===== config.mk =====
export PLATFORM = sky130hd
export DESIGN_NAME = sd_gather_fl
export DESIGN_NICKNAME = d
export VERILOG_FILES = /design/src/rtl/sd_gather_fl.sv
export SDC_FILE = /design/constraint.sdc
export NUM_CORES = 1
export LEC_CHECK = 0
export CAP_MARGIN = 10
export CORE_AREA = 2 2 50 52
export CTS_BUF_LIST = sky130_fd_sc_hd__clkbuf_8
export DETAILED_ROUTE_END_ITERATION = 10
export DIE_AREA = 0 0 52 54
export PLACE_DENSITY_LB_ADDON = 0.2
export REMOVE_ABC_BUFFERS = 1
export SLEW_MARGIN = 10
export SYNTH_ARGS = -nofsm -noshare
export SYNTH_HDL_FRONTEND = slang
export SYNTH_SLANG_ARGS = --single-unit

===== constraint.sdc =====
create_clock -name clk -period 3.6 [get_ports clk]
set_clock_uncertainty 0.2 [all_clocks]
set_input_delay 0.54 -clock clk [delete_from_list [all_inputs] [get_ports clk]]
set_output_delay 0.54 -clock clk [all_outputs]
set_load 0.1 [all_outputs]

===== src/rtl/sd_gather_fl.sv =====
`default_nettype none
// ============================================================================
//  Module   : sd_gather_fl
//  Brief    : Many-to-one srdy/drdy gather stage. Collects one transfer from
//             every source selected by a latched source mask, then presents
//             all slots together as one wide output word. All outputs are
//             driven from flops only.
//  Revision : 1.0 - initial release
// ============================================================================
module sd_gather_fl #(
   parameter int MIRROR = 2,
   parameter int WIDTH  = 8
) (
   input  logic                      clk,
   input  logic                      reset,
   input  logic [MIRROR-1:0]         c_srdy,
   output logic [MIRROR-1:0]         c_drdy,
   input  logic [MIRROR*WIDTH-1:0]   c_data,
   input  logic [MIRROR-1:0]         c_src_vld,
   output logic                      p_srdy,
   input  logic                      p_drdy,
   output logic [MIRROR*WIDTH-1:0]   p_data,
   output logic [MIRROR-1:0]         p_src_vld
);

   localparam logic [1:0] C_ST_IDLE    = 2'd0;
   localparam logic [1:0] C_ST_COLLECT = 2'd1;
   localparam logic [1:0] C_ST_FULL    = 2'd2;

   logic [1:0]        r_state;
   logic [1:0]        w_state_nxt;
   logic [MIRROR-1:0] r_msk;
   logic [MIRROR-1:0] r_filled;
   logic [MIRROR-1:0] w_drdy;
   logic [MIRROR-1:0] w_xfer;
   logic              w_done;
   logic              w_start;
   logic              w_release;

   // Ready only toward masked sources that have not yet delivered; decoded
   // purely from flops so no input reaches c_drdy combinationally.
   assign w_drdy    = (r_state == C_ST_COLLECT) ? (r_msk & ~r_filled) : '0;
   assign w_xfer    = c_srdy & w_drdy;
   // Word is complete once earlier and this-cycle transfers cover the mask.
   assign w_done    = ((r_filled | w_xfer) & r_msk) == r_msk;
   assign w_start   = (r_state == C_ST_IDLE) && (c_src_vld != '0);
   assign w_release = (r_state == C_ST_FULL) && p_drdy;

   // State register.
   always_ff @(posedge clk or posedge reset) begin
      if (reset) r_state <= C_ST_IDLE;
      else       r_state <= w_state_nxt;
   end

   // Next-state decode.
   always_comb begin
      w_state_nxt = r_state;
      case (r_state)
         C_ST_IDLE:    if (c_src_vld != '0) w_state_nxt = C_ST_COLLECT;
         C_ST_COLLECT: if (w_done)          w_state_nxt = C_ST_FULL;
         C_ST_FULL:    if (p_drdy)          w_state_nxt = C_ST_IDLE;
         default:                           w_state_nxt = C_ST_IDLE;
      endcase
   end

   // Handshake outputs, decoded from state and mask/fill flops.
   always_comb begin
      c_drdy = w_drdy;
      p_srdy = (r_state == C_ST_FULL);
   end

   // Source mask and fill tracking for the gather in progress.
   always_ff @(posedge clk or posedge reset) begin
      if (reset) begin
         r_msk    <= '0;
         r_filled <= '0;
      end else if (w_start) begin
         r_msk    <= c_src_vld;
         r_filled <= '0;
      end else if (w_release) begin
         r_msk    <= '0;
         r_filled <= '0;
      end else begin
         r_filled <= r_filled | w_xfer;
      end
   end

   assign p_src_vld = r_msk;

   // One data slot per source; cleared at gather start so unmasked lanes
   // present zero.
   for (genvar gi = 0; gi < MIRROR; gi++) begin : g_slot
      logic [WIDTH-1:0] r_slot;

      // Slot load on this source's accepted transfer.
      always_ff @(posedge clk or posedge reset) begin
         if (reset)            r_slot <= '0;
         else if (w_start)     r_slot <= '0;
         else if (w_xfer[gi])  r_slot <= c_data[gi*WIDTH +: WIDTH];
      end

      assign p_data[gi*WIDTH +: WIDTH] = r_slot;
   end

endmodule
`default_nettype wire


==> flow_metrics.py <==
metrics = {
    "cts": {
        "cts_root_buf": "clkbuf_8",
        "cts.path.max_buffers": 2,
        "clk_pin_slew_worst_paths_ns": 0.07,
        "htreeDepth": 1,
        "postCtsSetupRepairBufs": 0,
        "clock_sinks": 22,
        "cts-buffers-inserted": 3,
        "cts_hold_buffers": 0,
        "cts-resized-gates": 0,
        "clkLatencyLatePin_ns": 0.25,
        "cts_tree": "yes",
    },
    "layout": {
        "fillers": 185,
        "drive_gt1_frac": 0.0635,
        "final_cell_mix": "clkdlybuf4s50_1 (40), dfrtp_1 (22), and3_1 (16), a31o_1 (16), inv_1 (4)",
        "syn2layout_area_growth_pct": 47.7,
        "final_common_cell": "clkdlybuf4s50_1",
        "fin_nets": 151,
        "num_antenna_cells": 0,
        "final_util": 0.628,
    },
    "worst_setup_path": {
        "critPathBufInv": 1,
        "r2r_cells": 3,
        "critPathMaxFanout": 4,
        "worst-path-stages": 1,
        "crit_path_max_incr_delay_ns": 1.15,
        "crit-reg2reg-launch": "r_state[1]",
        "crit_path_end_kind": "output pin",
        "startpoint_type": "flip-flop",
        "rrSetupSlack_ns": 1.80,
        "required_ns": 2.86,
        "path_delay_family": "buffers and inverters",
        "crit_path_start": "p_src_vld[1]",
        "critPathKind": "reg -> out",
        "cpMaxStageDelayCell": "clkdlybuf4s50_1",
        "reg2reg_to": "g_slot[0].r_slot[5]",
        "cp.arrival_ns": 1.81,
        "path_cells": "clkdlybuf4s50_1",
        "cp-endpoint": "p_src_vld[1]",
    },
    "global_routing": {
        "grt_max_degree": 23,
        "antenna_found_initial": 0,
        "grt_pass1_wl_um": 3390,
        "grt_usage": 0.165,
        "grt_pass1_vias": 783,
        "grt_remaining_overflow": 0,
    },
    "sta": {
        "slew_violations": 0,
        "slew_headroom": 0.349,
        "setup_viol": 0,
        "tns_ns": 0,
        "worstMarginPinSlew_ns": 0.973,
        "rsz0062_at_grt": "no",
        "hold_viol": 0,
        "min_period_over_period": 0.708,
        "fin_crit_ns": 2.55,
        "fmax_ghz": 0.392,
    },
    "floorplanning": {
        "die_h_um": 54,
        "coreArea_sq_mm": 0.00232,
        "io_pins": 44,
        "initial_core_util": 0.425,
        "rows": 18,
        "die_w_um": 52,
        "dieArea_sq_mm": 0.00281,
    },
    "logic_synthesis": {
        "synth.avg_cell_area_sq_um": 11.6,
        "ys_ff_latch": 22,
        "synthesis.instances": 85,
        "ys_warn_count": 0,
        "synthTopCellsByArea": "dfrtp_1 (56%), a31o_1 (14%), and3_1 (10%)",
        "synth_cell_types": 23,
        "synth_largest_area_cell": "dfrtp_1",
        "synth_area_sq_um": 986,
        "synth_top_area_frac": 0.558,
        "yosysSeqAreaShare": 0.558,
    },
    "job": {
        "max_cap_viol_count": 0,
    },
    "place": {
        "gp_congestion": 0.706,
        "place_hpwl_um": 1620,
        "io_buffers": 43,
    },
    "drt": {
        "wl_per_cell_um": 14.1,
        "via_per_inst": 5.29,
        "finalWirelength_um": 2190,
        "num_vias": 826,
        "drc": 0,
        "dr.pass1.iters": 4,
        "ant_nets": 0,
        "drt_iter0_markers": 20,
    },
    "worst_hold_path": {
        "whs_path_depth": 1,
        "hp-class": "reg -> reg",
    },
    "status": {
        "status": "finished, final reports clean",
    },
}
registers in the layout, summed over array words and instances, names as in the netlist:
register       flops
g_slot.r_slot     16
r_state            2
r_filled           2
p_src_vld          2
cell families (layout without fill, tap and decap cells):
family,count (synthesis),in the layout,synth area share
flops,22,22,0.558
compound gates,24,24,0.199
simple gates,30,30,0.195
buf+inv,9,50,0.0469
synth_stat cells (all sizes together):
| library cell | number |
|---|---|
| nor2b | 2 |
| nor2 | 2 |
| dfrtp | 22 |
| and3 | 16 |
| o21ai | 2 |
| nand2b | 1 |
| buf | 3 |
| a21oi | 2 |
| nor3b | 1 |
| inv | 4 |
| and4bb | 2 |
| a22o | 3 |
| nand2 | 2 |
| a31o | 16 |
| or3 | 1 |
| a31oi | 1 |
| nor3 | 2 |
| and2b | 1 |
| clkbuf | 2 |
worst reg2reg max path, stage by stage, from the launching register on:
cell	delay, ns
dfrtp_1	0.45
and4bb_1	0.50
nand2_1	0.26
a31o_1	0.28
metal layers:
| layer | track usage | vias to the layer above | part of all wire |
|---|---|---|---|
| met5 | 0 | - | 0 |
| met4 | 0.0789 | 0 | 0.0087 |
| met3 | 0.0250 | 2 | 0.049 |
| met2 | 0.272 | 24 | 0.48 |
| met1 | 0.213 | 399 | 0.46 |
| li1 | - | 401 | - |
how the worst min path moves through the flow:
stage | from | end | slack, ns
final | g_slot[1].r_slot[7] | g_slot[1].r_slot[7] | 0.30
after global routing | g_slot[1].r_slot[7] | g_slot[1].r_slot[7] | 0.32
after CTS | g_slot[1].r_slot[7] | g_slot[1].r_slot[7] | 0.31
after detailed placement | g_slot[0].r_slot[3] | g_slot[0].r_slot[3] | 0.29
after global placement | g_slot[1].r_slot[2] | g_slot[1].r_slot[2] | 0.28
after floorplan | r_filled[0] | r_filled[0] | 0.28
layout make-up:
class                      instances  area, sq um  share of cell area
inverter                           4         15.0              0.0103
multi-input combinational         54          389               0.267
clock buffer                       3         41.3              0.0284
timing repair buffer              43          423               0.290
sequential                        22          551               0.378
tap                               30         37.5              0.0258
through the flow:
stage | std cells | worst slack [ns] | cell area (sq um) | hold slack [ns]
finish | 156 | 1.05 | 1460 | 0.298
global route | 156 | 1.00 | 1460 | 0.319
CTS | 156 | 1.04 | 1460 | 0.306
detailed placement | 153 | 1.34 | 1420 | 0.289
global placement | 153 | 1.36 | 1420 | 0.282
floorplan | 80 | 0.669 | 955 | 0.277
Power is left out: the tool's default activity adds up to more than one toggle a clock period on the data nets, which glitch-free logic cannot reach.
